==> src/rtl/uart_tx_scheduler.sv <==
// Round-robin byte scheduler in front of the UART TX FIFO, with drain-then-handshake
// sequencing of line-configuration changes.
module uart_tx_scheduler #(
    parameter int unsigned N_REQ         = 2,
    parameter int unsigned MAX_BURST     = 4,
    parameter int unsigned TX_FIFO_DEPTH = 64
) (
    input  logic                 clk_i,
    input  logic                 rst_i,
    input  logic [N_REQ-1:0]     req_valid_i,
    input  logic [8*N_REQ-1:0]   req_data_i,
    output logic [N_REQ-1:0]     req_ready_o,
    output logic [N_REQ-1:0]     grant_o,
    input  logic                 cfg_update_i,
    input  logic [1:0]           cfg_data_width_i,
    input  logic [1:0]           cfg_stop_bits_i,
    output logic                 cfg_busy_o,
    output logic [7:0]           tx_data_o,
    output logic                 tx_fifo_write_o,
    input  logic                 tx_fifo_full_i,
    input  logic                 tx_done_i,
    output logic                 config_req_mst_o,
    input  logic                 req_done_i,
    output logic [1:0]           data_width_o,
    output logic [1:0]           stop_bits_number_o,
    output logic                 protocol_err_o
);

    localparam int unsigned IDX_W   = (N_REQ > 1) ? $clog2(N_REQ) : 1;
    localparam int unsigned BURST_W = $clog2(MAX_BURST + 1);
    localparam int unsigned CNT_W   = $clog2(TX_FIFO_DEPTH + 1);

    typedef enum logic [2:0] {IDLE, GRANT, DRAIN, CFG_REQ, APPLY} state_t;

    state_t             state_q, state_d;
    logic [IDX_W-1:0]   owner_q, owner_d;
    logic [IDX_W-1:0]   rr_q, rr_d;
    logic [N_REQ-1:0]   grant_q, grant_d;
    logic [BURST_W-1:0] burst_q, burst_d;
    logic [CNT_W-1:0]   outst_q, outst_d;
    logic               pending_q, pending_d;
    logic [1:0]         shadow_width_q, shadow_width_d;
    logic [1:0]         shadow_stop_q, shadow_stop_d;
    logic [1:0]         width_q, width_d;
    logic [1:0]         stop_q, stop_d;
    logic               creq_q, creq_d;
    logic               err_q, err_d;

    logic               owner_valid;
    logic               xfer;
    logic               cfg_capture;
    logic               pending_now;
    logic [BURST_W-1:0] burst_inc;
    logic [IDX_W:0]     idx;
    logic [IDX_W-1:0]   pick;
    logic               pick_found;

    // First valid producer at or after the round-robin pointer, wrapping around.
    always_comb begin
        idx        = '0;
        pick       = rr_q;
        pick_found = 1'b0;
        for (int unsigned i = 0; i < N_REQ; i++) begin
            idx = {1'b0, rr_q} + (IDX_W+1)'(i);
            if (idx >= (IDX_W+1)'(N_REQ)) begin
                idx = idx - (IDX_W+1)'(N_REQ);
            end
            if (!pick_found && req_valid_i[idx[IDX_W-1:0]]) begin
                pick       = idx[IDX_W-1:0];
                pick_found = 1'b1;
            end
        end
    end

    // Zero-latency write path from the current owner to the FIFO.
    always_comb begin
        req_ready_o = '0;
        xfer        = 1'b0;
        owner_valid = req_valid_i[owner_q];
        if (state_q == GRANT) begin
            req_ready_o[owner_q] = !tx_fifo_full_i;
            xfer                 = owner_valid && !tx_fifo_full_i;
        end
        tx_fifo_write_o = xfer;
        tx_data_o       = xfer ? req_data_i[{owner_q, 3'b000} +: 8] : 8'h00;
    end

    always_comb begin
        state_d        = state_q;
        owner_d        = owner_q;
        rr_d           = rr_q;
        grant_d        = grant_q;
        burst_d        = burst_q;
        outst_d        = outst_q;
        pending_d      = pending_q;
        shadow_width_d = shadow_width_q;
        shadow_stop_d  = shadow_stop_q;
        width_d        = width_q;
        stop_d         = stop_q;
        creq_d         = creq_q;
        err_d          = err_q;
        burst_inc      = burst_q + BURST_W'(1);

        cfg_capture = cfg_update_i && (state_q inside {IDLE, GRANT, DRAIN});
        pending_now = pending_q || cfg_capture;
        if (cfg_capture) begin
            shadow_width_d = cfg_data_width_i;
            shadow_stop_d  = cfg_stop_bits_i;
            pending_d      = 1'b1;
        end

        // A write and a completed frame in the same cycle cancel out.
        if (xfer && !tx_done_i) begin
            outst_d = outst_q + CNT_W'(1);
        end else if (tx_done_i && !xfer) begin
            if (outst_q == '0) begin
                err_d = 1'b1;
            end else begin
                outst_d = outst_q - CNT_W'(1);
            end
        end

        case (state_q)
            IDLE: begin
                if (pending_now) begin
                    state_d = DRAIN;
                end else if (pick_found) begin
                    state_d = GRANT;
                    owner_d = pick;
                    grant_d = N_REQ'(1) << pick;
                end
            end
            GRANT: begin
                if (xfer) begin
                    burst_d = burst_inc;
                end
                if ((xfer && burst_inc == BURST_W'(MAX_BURST)) || !owner_valid || pending_now) begin
                    state_d = pending_now ? DRAIN : IDLE;
                    grant_d = '0;
                    burst_d = '0;
                    rr_d    = (owner_q == IDX_W'(N_REQ - 1)) ? '0 : owner_q + IDX_W'(1);
                end
            end
            DRAIN: begin
                if (outst_q == '0) begin
                    state_d = CFG_REQ;
                    creq_d  = 1'b1;
                end
            end
            CFG_REQ: begin
                if (req_done_i) begin
                    state_d = APPLY;
                    creq_d  = 1'b0;
                end
            end
            APPLY: begin
                width_d   = shadow_width_q;
                stop_d    = shadow_stop_q;
                pending_d = 1'b0;
                state_d   = IDLE;
            end
            default: state_d = IDLE;
        endcase
    end

    always_ff @(posedge clk_i or posedge rst_i) begin
        if (rst_i) begin
            state_q        <= IDLE;
            owner_q        <= '0;
            rr_q           <= '0;
            grant_q        <= '0;
            burst_q        <= '0;
            outst_q        <= '0;
            pending_q      <= 1'b0;
            shadow_width_q <= 2'b11;
            shadow_stop_q  <= 2'b00;
            width_q        <= 2'b11;
            stop_q         <= 2'b00;
            creq_q         <= 1'b0;
            err_q          <= 1'b0;
        end else begin
            state_q        <= state_d;
            owner_q        <= owner_d;
            rr_q           <= rr_d;
            grant_q        <= grant_d;
            burst_q        <= burst_d;
            outst_q        <= outst_d;
            pending_q      <= pending_d;
            shadow_width_q <= shadow_width_d;
            shadow_stop_q  <= shadow_stop_d;
            width_q        <= width_d;
            stop_q         <= stop_d;
            creq_q         <= creq_d;
            err_q          <= err_d;
        end
    end

    assign grant_o            = grant_q;
    assign config_req_mst_o   = creq_q;
    assign data_width_o       = width_q;
    assign stop_bits_number_o = stop_q;
    assign protocol_err_o     = err_q;
    assign cfg_busy_o         = pending_q || (state_q inside {DRAIN, CFG_REQ, APPLY});

endmodule
==> config.mk <==
export PLATFORM = sky130hd
export DESIGN_NAME = uart_tx_scheduler
export DESIGN_NICKNAME = d
export VERILOG_FILES = /design/src/rtl/uart_tx_scheduler.sv
export SDC_FILE = /design/constraint.sdc
export NUM_CORES = 1
export LEC_CHECK = 0
export CORE_ASPECT_RATIO = 1.4
export CORE_MARGIN = 10
export CORE_UTILIZATION = 40
export CTS_CLUSTER_DIAMETER = 50
export DETAILED_ROUTE_END_ITERATION = 10
export HOLD_SLACK_MARGIN = 0.12
export PLACE_DENSITY = 0.69
export SLEW_MARGIN = 10
export SYNTH_ARGS = -nofsm -noshare
export SYNTH_HDL_FRONTEND = slang
export SYNTH_SLANG_ARGS = --single-unit
export TNS_END_PERCENT = 30
==> constraint.sdc <==
create_clock -name clk_i -period 3.9 [get_ports clk_i]
set_clock_uncertainty 0.15 [all_clocks]
set_input_delay 0.585 -clock clk_i [delete_from_list [all_inputs] [get_ports clk_i]]
set_output_delay 0.585 -clock clk_i [all_outputs]
set_load 0.02 [all_outputs]
==> results.txt <==
Post-Route Setup TNS: 0 ns
final non-filler cell total: 267
via-per-instance ratio: 5.363
endpoints failing hold: 0
Yosys reg bits: 28
Synth top area share: 34.76%
measured slew at the worst slew-check pin: 0.7106 ns
Leakage Power: 0.001005 uW
Num Clock Sinks: 28
maximum clock rate: 293.9 MHz
clock latency at the later pin of the worst-skew pair: 0.27 ns
GRT Total Usage: 11.49%
nets: 262
wire per inst: 15.67 um
vias: 1432
mux cell area share after synthesis: 10.50%
Seq/Total Area, Yosys: 40.84%
VDD IR max: 261.6 uV
Worst setup SP type: flop
CTS H-tree lvls: 1
Final Critical Period: 3.402 ns
Syn Inst Count: 171
Routed Wire Length: 4183 um
Final setup viols: 0
initial antenna violation count: 0
CTS Buffer Depth: 2
Starting Density: 41.10%
number of buffers added on ports: 47
gpl congestion: 0.8142
Max-slew headroom: 52.57%
syn_nets: 210
crit path kind: flop to flop
Cell variety after synth: 47
final period utilization: 87.24%
status: complete, no violations
Slew Viols, Final: 0
max cap viols: 0
CTS tree: built
Max Fanout on Critical Path: 10
Worst Path Arrival: 3.40 ns
crit end category: flop
DP Cell Count: 263
# IOs: 48
biggest area consumer among synthesized cells: dfrtp_1
Synth async-reset ratio: 100.0%
Reg clk slew, reported paths: 0.10 ns
Rows: 28
hold_buf cts: 0
Fill cells: 392
PwrDens: 650.7 nW/um2
simple-gate area share of the yosys netlist: 18.97%
Yosys warning count: 0
worst endpoint required time: 3.90 ns
share of cells above drive strength 1: 14.86%
Remaining DRCs: 0
RSZ-0062 raised after global routing: no
initial DRC count: 31
DRT antenna net count: 0
Die X: 75.55 um
Util after Layout: 55.51%
Area Growth Syn to Fin: 35.05%
EDFF count, synth: 0
vias in the first global route: 1506
Hold Slack: 0.3258 ns
die area: 7386 um2
DRT Pass-1 Iters: 4
Post-DP HPWL: 3486 um
Die Y: 97.77 um
ys flop type: dfrtp_1
core footprint: 4204 um2
largest net degree at the start of global routing: 20
synth top area cells: dfrtp_1 35%, ha_1 7.2%, dfstp_2 6.1%
adder-cell share of the synthesized area: 8.400%
Synth Area per Inst: 10.10 um2
n_diodes: 0
grt ovf: 0
worst setup margin: 0.4976 ns
compound-gate portion of the synthesized area: 15.42%
cell area after synthesis: 1728 um2
CTS buffer count: 3
CTS resizes: 0
first-pass GRT wire length: 6920 um
largest family of logic cells by synthesized area: simple AND/OR/NAND/NOR gates
Post-CTS Setup Bufs: 0
worst hold path class: flop to flop
setup slack at placement: 0.2311 ns
Root Buffer: clkbuf_8
Synth Area in XOR/XNOR: 2.534%
layout make-up:
cell class / count / area, um2 / share of cell area [%]
multi-input combinational: 130 / 964.7 / 41.34
timing repair buffer: 51 / 500.5 / 21.45
inverter: 9 / 35.03 / 1.501
tap: 45 / 56.30 / 2.413
sequential: 28 / 705.7 / 30.24
clock inverter: 1 / 30.03 / 1.287
clock buffer: 3 / 41.29 / 1.769
flip-flops by register name (all words and copies together), names as in the netlist:
| signal | flops |
|---|---|
| pending_q | 1 |
| shadow_stop_q | 2 |
| state_q | 3 |
| config_req_mst_o | 1 |
| data_width_o | 2 |
| outst_q | 7 |
| owner_q | 1 |
| stop_bits_number_o | 2 |
| burst_q | 3 |
| grant_o | 2 |
| shadow_width_q | 2 |
| rr_q | 1 |
| protocol_err_o | 1 |
critical path, cell delays in order, from the launching register on:
cell and delay, ns:
dfrtp_1 0.45, or3b_1 0.54, nor2_4 0.16, nand2_4 0.11, clkinv_2 0.09, ha_1 0.27
inv_1 0.09, ha_1 0.29, nor2b_1 0.14, o2111a_1 0.26, or4_1 0.50, o311ai_1 0.10
o311ai_1 0.13
synth_stat cells (all sizes together), types with 2 or more instances:
master,n
dfrtp,24
nand2,21
nor2,15
o21ai,13
ha,10
mux2,9
inv,8
mux2i,8
a21oi,7
nand2b,5
nor3,5
dfstp,4
a21o,3
nand3,3
or4,3
xnor2,3
a31o,2
buf,2
clkbuf,2
nor2b,2
nor4,2
o311ai,2
or3,2
xor2,2
cells by family after synthesis:
group                    count (synthesis)
AO/OA/AOI/OAI                           37
XOR/XNOR                                 5
adder cells (fa/ha/maj)                 11
buffers and inverters                   13
flip-flops                              28
multiplexers                            17
AND/OR/NAND/NOR                         60
layout by cell type, fill, tap and decap left out, types with 2 or more instances in the layout:
cell and count:
nand3_1 2, nor3_1 5, inv_1 8, nor2b_1 2, xor2_1 2, o311ai_1 2
buf_4 4, nor2_1 14, xnor2_1 3, o21ai_0 9, clkdlybuf4s50_1 47, nand2_1 20
clkbuf_8 3, nand2b_1 5, ha_1 10, dfstp_2 4, mux2_2 9, mux2i_1 8
a31o_2 2, dfrtp_1 24, a21o_1 2, a21oi_1 6, o21ai_1 4, or4_1 2
or3_1 2
metal layers:
| metal | vias up | track usage [%] | part of all wire (%) |
|---|---|---|---|
| met4 | 0 | 5.452 | 1.7 |
| met5 | - | 0 | 0 |
| li1 | 706 | - | - |
| met3 | 4 | 2.938 | 7.9 |
| met1 | 681 | 12.11 | 39 |
| met2 | 41 | 20.16 | 51 |
worst paths after layout:
path	start	end	slack (ns)	cells after the start
max	state_q[1]	outst_q[6]	0.50	12
min	protocol_err_o	protocol_err_o	0.33	1
max reg2reg	state_q[1]	outst_q[6]	0.50	12
min reg2reg	protocol_err_o	protocol_err_o	0.33	1
max in group asynchronous	rst_i	state_q[0]	2.42	3
min in group asynchronous	rst_i	config_req_mst_o	0.56	2
through the flow:
stage / instance area, um2 / total power [uW]
final: 2333 / 1518
after global routing: 2333 / 1646
after CTS: 2333 / 1540
after detailed placement: 2262 / 1304
after global placement: 2262 / 1300
after floorplan: 1728 / 1062
report_power, final:
group	internal (uW)	switching, uW	leakage, uW
registers	426	104	0.000336
logic	378	381	0.000633
clock network	137	91.0	0.0000357
(Power assumes the default switching activity.)
